===== config.mk =====
export PLATFORM = sky130hd
export DESIGN_NAME = bcd_field_editor
export DESIGN_NICKNAME = d
export VERILOG_FILES = /design/src/rtl/bcd_edit_pkg.sv /design/src/rtl/btn_repeat.sv /design/src/rtl/bcd_field_editor.sv
export SDC_FILE = /design/constraint.sdc
export NUM_CORES = 1
export LEC_CHECK = 0
export CELL_PAD_IN_SITES_DETAIL_PLACEMENT = 0
export CELL_PAD_IN_SITES_GLOBAL_PLACEMENT = 1
export CORE_MARGIN = 4
export CORE_UTILIZATION = 39
export CTS_BUF_LIST = sky130_fd_sc_hd__clkbuf_16
export DETAILED_ROUTE_END_ITERATION = 8
export PLACE_DENSITY = 0.91
export SKIP_CTS_REPAIR_TIMING = 1
export SLEW_MARGIN = 20
export SYNTH_ARGS = -nofsm -noshare
export SYNTH_HDL_FRONTEND = slang
export SYNTH_SLANG_ARGS = --single-unit

===== constraint.sdc =====
create_clock -name clk -period 15.2 [get_ports clk]
set_input_delay 3.04 -clock clk [delete_from_list [all_inputs] [get_ports clk]]
set_output_delay 3.04 -clock clk [all_outputs]
set_load 0.02 [all_outputs]

===== src/rtl/bcd_edit_pkg.sv =====
// bcd_edit_pkg: shared state encoding and BCD step helpers for the field editor.
package bcd_edit_pkg;

    typedef enum logic [1:0] {IDLE, EDIT, COMMIT} state_t;

    function automatic logic [7:0] bcd_inc(input logic [7:0] val, input logic [7:0] min, input logic [7:0] max);
        return (val >= max) ? min : (val[3:0] == 4'h9) ? val + 8'h07 : val + 8'h01;
    endfunction

    function automatic logic [7:0] bcd_dec(input logic [7:0] val, input logic [7:0] min, input logic [7:0] max);
        return (val <= min) ? max : (val[3:0] == 4'h0) ? val - 8'h07 : val - 8'h01;
    endfunction

    function automatic int fld_lsb(input int i);
        return 8 * i;
    endfunction

endpackage


===== src/rtl/btn_repeat.sv =====
// btn_repeat: rising-edge step generator with optional hold-to-repeat.
module btn_repeat #(
    parameter bit REPEAT_EN   = 1'b0,
    parameter int REPEAT_DLY  = 50000000,
    parameter int REPEAT_RATE = 10000000
) (
    input  logic clk,
    input  logic reset,
    input  logic btn,
    input  logic clr,
    output logic step
);

    localparam int CW = $clog2((REPEAT_DLY > REPEAT_RATE ? REPEAT_DLY : REPEAT_RATE) + 1);

    logic          prev;
    logic [CW-1:0] cnt;
    logic          edge_det;
    logic          rep;

    assign edge_det = btn & ~prev;
    // cnt counts down the remaining hold cycles; zero while held means a repeat is due
    assign rep = REPEAT_EN && btn && !edge_det && !clr && (cnt == '0);

    always_ff @(posedge clk or posedge reset)
        if (reset) begin
            prev <= 1'b0;
            cnt  <= '0;
            step <= 1'b0;
        end else begin
            prev <= btn;
            step <= edge_det | rep;
            cnt  <= (edge_det || clr) ? CW'(REPEAT_DLY - 1) :
                    rep               ? CW'(REPEAT_RATE - 1) :
                    (btn && cnt != '0) ? cnt - CW'(1) : cnt;
        end

endmodule


===== src/rtl/bcd_field_editor.sv =====
// bcd_field_editor: front-panel edit controller for a window of two-digit BCD fields
// with cursor, per-field wrap, auto-repeat, max-clamp and commit/cancel.
module bcd_field_editor
    import bcd_edit_pkg::*;
#(
    parameter int NUM_FIELDS  = 9,
    parameter int ADDR_W      = 4,
    parameter int REPEAT_DLY  = 50000000,
    parameter int REPEAT_RATE = 10000000
) (
    input  logic                    clk,
    input  logic                    reset,
    input  logic                    start,
    input  logic [ADDR_W-1:0]       first_fld,
    input  logic [ADDR_W-1:0]       last_fld,
    input  logic [NUM_FIELDS*8-1:0] live_vals,
    input  logic [NUM_FIELDS*8-1:0] fld_min,
    input  logic [NUM_FIELDS*8-1:0] fld_max,
    input  logic                    btn_ok,
    input  logic                    btn_esc,
    input  logic                    btn_r,
    input  logic                    btn_l,
    input  logic                    btn_u,
    input  logic                    btn_d,
    output logic [NUM_FIELDS*8-1:0] edit_vals,
    output logic [ADDR_W-1:0]       cursor,
    output logic                    editing,
    output logic                    commit
);

    state_t                  state, state_nx;
    logic [ADDR_W-1:0]       first_q, last_q, first_nx, last_nx, cur_nx;
    logic [NUM_FIELDS*8-1:0] vals_nx;
    logic                    ok_s, esc_s, r_s, l_s, u_s, d_s;
    logic                    ud_clr, act_ud;

    btn_repeat #(.REPEAT_EN(1'b0), .REPEAT_DLY(REPEAT_DLY), .REPEAT_RATE(REPEAT_RATE))
        u_ok  (.clk(clk), .reset(reset), .btn(btn_ok),  .clr(1'b0),   .step(ok_s));
    btn_repeat #(.REPEAT_EN(1'b0), .REPEAT_DLY(REPEAT_DLY), .REPEAT_RATE(REPEAT_RATE))
        u_esc (.clk(clk), .reset(reset), .btn(btn_esc), .clr(1'b0),   .step(esc_s));
    btn_repeat #(.REPEAT_EN(1'b0), .REPEAT_DLY(REPEAT_DLY), .REPEAT_RATE(REPEAT_RATE))
        u_r   (.clk(clk), .reset(reset), .btn(btn_r),   .clr(1'b0),   .step(r_s));
    btn_repeat #(.REPEAT_EN(1'b0), .REPEAT_DLY(REPEAT_DLY), .REPEAT_RATE(REPEAT_RATE))
        u_l   (.clk(clk), .reset(reset), .btn(btn_l),   .clr(1'b0),   .step(l_s));
    btn_repeat #(.REPEAT_EN(1'b1), .REPEAT_DLY(REPEAT_DLY), .REPEAT_RATE(REPEAT_RATE))
        u_u   (.clk(clk), .reset(reset), .btn(btn_u),   .clr(ud_clr), .step(u_s));
    btn_repeat #(.REPEAT_EN(1'b1), .REPEAT_DLY(REPEAT_DLY), .REPEAT_RATE(REPEAT_RATE))
        u_d   (.clk(clk), .reset(reset), .btn(btn_d),   .clr(ud_clr), .step(d_s));

    assign editing = (state == EDIT);
    assign commit  = (state == COMMIT);

    always_comb begin
        state_nx = state;
        first_nx = first_q;
        last_nx  = last_q;
        cur_nx   = cursor;
        vals_nx  = edit_vals;
        ud_clr   = 1'b0;
        act_ud   = 1'b0;
        case (state)
            IDLE: if (start) begin
                state_nx = EDIT;
                first_nx = first_fld;
                last_nx  = last_fld;
                cur_nx   = first_fld;
                vals_nx  = live_vals;
            end
            EDIT: begin
                ud_clr = (u_s & d_s) | (~esc_s & ~ok_s & (r_s ^ l_s));
                if (esc_s)
                    state_nx = IDLE;
                else if (ok_s)
                    state_nx = COMMIT;
                else if (r_s || l_s)
                    cur_nx = (r_s == l_s) ? cursor :
                             r_s ? ((cursor == last_q) ? first_q : cursor + ADDR_W'(1)) :
                                   ((cursor == first_q) ? last_q : cursor - ADDR_W'(1));
                else
                    act_ud = u_s ^ d_s;
                // a step on the cursor field wins over the clamp; the clamp catches it next cycle
                for (int i = 0; i < NUM_FIELDS; i++)
                    if (ADDR_W'(i) >= first_q && ADDR_W'(i) <= last_q) begin
                        if (act_ud && cursor == ADDR_W'(i))
                            vals_nx[fld_lsb(i) +: 8] = u_s ?
                                bcd_inc(edit_vals[fld_lsb(i) +: 8], fld_min[fld_lsb(i) +: 8], fld_max[fld_lsb(i) +: 8]) :
                                bcd_dec(edit_vals[fld_lsb(i) +: 8], fld_min[fld_lsb(i) +: 8], fld_max[fld_lsb(i) +: 8]);
                        else if (edit_vals[fld_lsb(i) +: 8] > fld_max[fld_lsb(i) +: 8])
                            vals_nx[fld_lsb(i) +: 8] = fld_max[fld_lsb(i) +: 8];
                    end
            end
            default: state_nx = IDLE;
        endcase
    end

    always_ff @(posedge clk or posedge reset)
        if (reset) begin
            state     <= IDLE;
            first_q   <= '0;
            last_q    <= '0;
            cursor    <= '0;
            edit_vals <= '0;
        end else begin
            state     <= state_nx;
            first_q   <= first_nx;
            last_q    <= last_nx;
            cursor    <= cur_nx;
            edit_vals <= vals_nx;
        end

endmodule


### Word-level counts from Yosys, hierarchy flattened

Cells that the tools add are included.

* flip-flop bits (word level): 150
* output and inout port bits: 78

* $add $sub $neg: 40
* bitwise operators: 22
* eq/ne operators: 46
* mux-type cells: 98
* reductions and logical operators: 62
* magnitude comparators: 45

Operators by type and width (number)
* 2-to-1 mux 8 bit: 72
* 2-to-1 mux 26 bit: 6
* one-hot mux 72 bit (2 select lines): 1
* adder 8 x 1 -> 8 bit (second input constant): 9
* adder 8 x 3 -> 8 bit (second input constant): 9
* >= comparator 8 bit: 9
* greater-than comparator 8 bit: 9
* <= comparator 8 bit: 9
* 2-to-1 mux 72 bit: 1
* subtractor 8 x 1 -> 8 bit (second input constant): 9
* subtractor 8 x 3 -> 8 bit (second input constant): 9
* zero test 26 bit: 2
* nonzero test 26 bit: 2
* subtractor 26 x 1 -> 26 bit (second input constant): 2
* == test 4 bit (second input constant): 10
* zero test 4 bit: 10
* AND reduction 4 bit: 9
* 2-to-1 mux 4 bit: 8
* != test 3 x 1 -> 1 bit (second input constant): 10
* logical AND 1 bit: 26
* != test 2 x 1 -> 1 bit (second input constant): 10
* == test 4 x 3 -> 1 bit (second input constant): 4
* >= comparator 3 x 4 -> 1 bit (first input constant): 4
* <= comparator 3 x 4 -> 1 bit (first input constant): 4
* 30 further kinds: 69

### Logic depth before layout (Yosys ltp)

* depth in word-level cells: 10
* gate-level depth with buffers: 12

### Cells and area by module

From an unflattened synthesis, not the netlist that was laid out.

* cell total of the unflattened synthesis: 2207
* area total of the unflattened synthesis: 17181.5 um2

By module, submodules not included
* bcd_field_editor: area each 13685.6 um2, times used 1, cells an instance 1831
* btn_repeat at u_d: area each 1634.1 um2, times used 1, cells an instance 186
* btn_repeat at u_u: area each 1591.5 um2, times used 1, cells an instance 174
* btn_repeat at u_esc ...: area each 67.6 um2, times used 4, cells an instance 4

### Least setup slack after synthesis

No wires, ideal clock.

* path kind: in2reg
* from: input port fld_max[49]
* to: register edit_vals[53]
* arrival time: 5107 ps
* setup time: 126 ps
* required time: 15074 ps
* buffers on the path: 0
* stages: 9
* slack: 9967 ps
* cells stage by stage: inv_1 > ha_1 > nor2b_1 > o211ai_1 > a31oi_1 > nor2_1 > mux2_2 > o221a_2 > a221o_1

* word-level cells in the longest chain between the ends: 6
* elaborated cells between the ends (all ways): 9
* classes of those cells: 2 x order compare; 1 x eq/ne; 5 x mux; 1 x reduce/logical

RTL lines
* start, declared: line bcd_field_editor.sv:18 `input logic [NUM_FIELDS*8-1:0] fld_max,`
* >= comparator 8 bit: line bcd_edit_pkg.sv:7 `return (val >= max) ? min : (val[3:0] == 4'h9) ? val + 8'h07 : val + 8'h01;`
* 2-to-1 mux 8 bit: line bcd_edit_pkg.sv:7
* 2-to-1 mux 8 bit: line bcd_field_editor.sv:85 `vals_nx[fld_lsb(i) +: 8] = u_s ?`
* 2-to-1 mux 8 bit: line bcd_field_editor.sv:84 `if (act_ud && cursor == ADDR_W'(i))`
* 2-to-1 mux 8 bit: line bcd_field_editor.sv:83 `if (ADDR_W'(i) >= first_q && ADDR_W'(i) <= last_q) begin`
* one-hot mux 72 bit (2 select lines): line bcd_field_editor.sv:61 `case (state)`
* end signal, assigned: line bcd_field_editor.sv:108 `edit_vals <= vals_nx;`
* end, declared: line bcd_field_editor.sv:25 `output logic [NUM_FIELDS*8-1:0] edit_vals,`

Several ways; a longest one is shown, not always the timed one. The select of a mux whose other input is x is not followed.
A chain may end at the register's enable or synchronous reset.

### Worst setup path after layout

* from: input port fld_max[37]
* to: register edit_vals[38]

The elaborated chain is that of the path after synthesis.

==> summary.md <==
| Metric | Value |
|---|---|
| RSZ-0062 raised after global routing | `no` |
| Initial DRC Count | `1871` |
| Routed len/inst | `20.50 um` |
| Status | `complete, no violations` |
| Fraction of registers with async set or reset after synthesis | `100.0%` |
| Input/output buffers | `310` |
| Max-slew headroom | `28.88%` |
| WL final | `61.71 mm` |
| Startpoint Class | `primary input` |
| Leakage | `8.588 nW` |
| R2R depth | `7` |
| Clock Tree Buf Depth | `2` |
| Top delay family on crit path | `compound AO/OA/AOI/OAI gates` |
| R2r setup slk | `11.66 ns` |
| Slew Viols, Final | `0` |
| Die width | `215.7 um` |
| CP Depth | `10` |
| Skew final | `0.01463 ns` |
| Area of the die | `46540 sq um` |
| CTS HTree Levels | `4` |
| Crit-path most repeated cell | `nor2_1` |
| Gr usage total | `25.45%` |
| Yosys cell types | `92` |
| Final Hold Vio Count | `0` |
| Clock power share | `12.8%` |
| Min-delay worst type | `flop to flop` |
| First-pass GRT wire length | `96.53 mm` |
| Nets | `2828` |
| Critical Path RT | `15.55 ns` |
| Placed cell areas | `20260 sq um` |
| Hold EP | `u_esc.step$_DFF_PP0_` |
| Antenna violations before repair | `2` |
| CTS sink count | `150` |
| Setup crit end kind | `flop` |
| Period utilization | `37.42%` |
| Int Pwr | `1.664 mW` |
| Gr ovfl total | `0` |
| Worst-Margin Slew | `1.067 ns` |
| Area of the mapped netlist | `16830 sq um` |
| Drt pass-1 iters | `8` |
| Area growth syn-to-layout | `23.78%` |
| Avg Cell Area, Syn | `7.642 sq um` |
| RR Endpoint | `edit_vals[33]$_DFFE_PP0P_` |
| Clock latency on the worst-skew pair | `0.44 ns` |
| Comb pwr share | `61.0%` |
| Peak supply drop | `0.09185 mV` |
| Pre-CTS WS | `9.007 ns` |
| Max incr delay on CP | `0.67 ns` |
| Worst path cell trace | `clkdlybuf4s50_1 -> inv_1 -> ha_1 -> a21oi_1 -> nor2_1 -> a211oi_1 -> a31oi_2 -> nor2_1 -> mux2i_1 -> nor3b_1` |
| Root Driver | `clkbuf_16` |
| Worst-path fanout max | `12` |
| Hold Crit Start | `u_esc.prev$_DFF_PP0_` |
| Largest net degree at the start of global routing | `91` |
| Net Sw Power | `1.716 mW` |
| Gate Count Post-Synth | `2202` |
| Switching Share | `50.77%` |
| Core area | `42320 sq um` |
| I/O Pins | `311` |
| Min Tclk post-route | `5.688 ns` |
| Final cell count without fillers | `3010` |
| TNS Setup | `0 ns` |
| Syn_nets | `2611` |
| Final Worst Setup Slack | `9.512 ns` |
| Via Count | `17896` |
| RR Startpoint | `cursor[2]$_DFFE_PP0P_` |
| Residual DRC count | `0` |
| Post-DRT Antenna Nets | `0` |
| Seq/Total Area, Yosys | `22.30%` |
| WP buf/inv | `2` |
| Critical path arrival | `6.03 ns` |
| DR vias/cell | `5.946` |
| Placer Congestion | `0.9616` |
| MaxCap Viol Count | `0` |
| Post-layout util | `49.22%` |
| Die height | `215.7 um` |
| Vias in the first global route | `17343` |
| Post-synthesis register bit count | `150` |
| Max Clk Rate | `0.1758 GHz` |
| CTS tree | `built` |
| Inst Count DP | `2977` |
| DP Wirelength | `46.62 mm` |
| Layout cell share with drive strength beyond 1 | `4.359%` |
| Post-synth EDFFs | `0` |
| Initial Util | `39.76%` |
| Critical Path Slowest Stage Cell | `nor2_1` |
| # setup viols final | `0` |
| CTS Buf Count | `17` |
| Num rows | `75` |
| Flop pwr share | `26.2%` |
| Final non-filler cell area | `20830 sq um` |
| PwrDens | `162.3 nW/um^2` |
| Yosys warning count | `0` |
| WHS Path Cells | `1` |
| Clk slew on worst S/H paths | `0.07 ns` |
| Synth Flop Type | `dfrtp_1` |
| WS Path Type | `primary input to flop` |
==> logic make-up (layout without fill, tap and decap cells) <==
kind of cell | Yosys count | after routing | synth area share, %
fa+ha+maj | 176 | 176 | 13.09
buf+inv | 298 | 528 | 6.862
compound gates | 626 | 626 | 24.68
mux | 64 | 64 | 3.940
other cells | 0 | 1 | 0
flops | 150 | 150 | 22.30
xor+xnor | 134 | 134 | 6.974
simple gates | 754 | 754 | 22.15
==> how the worst max path moves through the flow <==
stage                start                         to
2_1_floorplan        reset      cursor[0]$_DFFE_PP0P_
3_3_place_gp   fld_max[20]  edit_vals[19]$_DFFE_PP0P_
3_5_place_dp   fld_max[20]  edit_vals[21]$_DFFE_PP0P_
4_1_cts        fld_max[20]  edit_vals[21]$_DFFE_PP0P_
5_1_grt        fld_max[37]  edit_vals[38]$_DFFE_PP0P_
6_report       fld_max[37]  edit_vals[38]$_DFFE_PP0P_
==> sequential cells by signal (all words and copies together), names as in the netlist, 2 cells and up <==
signal / cells
edit_vals: 72
last_q: 4
u_u.cnt: 26
state: 2
cursor: 4
u_d.cnt: 26
first_q: 4
==> power groups by stage <==
stage | logic (mW) | clock network (mW) | registers [mW]
5_1_grt | 2.28 | 0.454 | 0.914
2_1_floorplan | 1.47 | 0 | 0.761
4_1_cts | 2.05 | 0.441 | 0.874
6_report | 2.06 | 0.432 | 0.885
3_5_place_dp | 2.03 | 0 | 0.881
3_3_place_gp | 1.98 | 0 | 0.877
==> layer usage <==
| layer | track usage [%] | vias to the layer above | wire [um] |
|---|---|---|---|
| met5 | 0 | - | 8 |
| met3 | 4.402 | 117 | 5059 |
| li1 | - | 8452 | - |
| met4 | 8.632 | 2 | 1896 |
| met2 | 41.13 | 808 | 28400 |
| met1 | 34.52 | 8517 | 26340 |
==> area by class of cell <==
| class | instances | area (sq um) |
|---|---|---|
| clock inverters | 15 | 141.4 |
| inverters | 175 | 661.9 |
| clock buffers | 17 | 425.4 |
| well taps | 577 | 721.9 |
| fillers | 4008 | 21490 |
| flip-flops and latches | 150 | 3755 |
| repair buffers | 321 | 3186 |
| diodes | 1 | 2.502 |
| multi-input cells | 1754 | 11940 |
==> per-stage QoR <==
stage / power (mW) / hold WS [ns]
2_1_floorplan: 2.226 / 0.3777
3_3_place_gp: 2.860 / 0.3829
3_5_place_dp: 2.916 / 0.3884
4_1_cts: 3.363 / 0.3987
5_1_grt: 3.650 / 0.4159
6_report: 3.380 / 0.3947
==> placed cells by master, fill, tap and decap left out, types with 18 or more instances in the layout <==
master,count
o22ai_1,19
a211oi_1,34
mux2_2,18
xnor2_1,88
nand4_1,50
o31ai_1,26
and3_1,22
nor4_1,18
nand3_1,54
xor2_1,46
ha_1,176
a21oi_1,168
dfrtp_1,149
nor2_1,166
nor3_1,73
nor2b_1,39
or3_1,28
mux2i_1,46
a31oi_1,31
o211ai_1,48
inv_1,173
clkdlybuf4s50_1,310
nand2_1,217
o21ai_0,123
==> cell usage after synthesis (48+ instances only) <==
cell type  instances  area (sq um)
nand2_1          217         814.5
ha_1             176          2202
o21ai_0          123         615.6
dfrtp_1          150          3754
a21oi_1          170         850.8
nand3_1           54         270.3
xnor2_1           88         770.7
inv_1            174         653.1
nor3_1            73         365.4
nand4_1           50         312.8
nor2_1           166         623.1
o211ai_1          48         360.4
clkbuf_1         100         375.4
No activity file was read; power rests on OpenSTA's default activity.
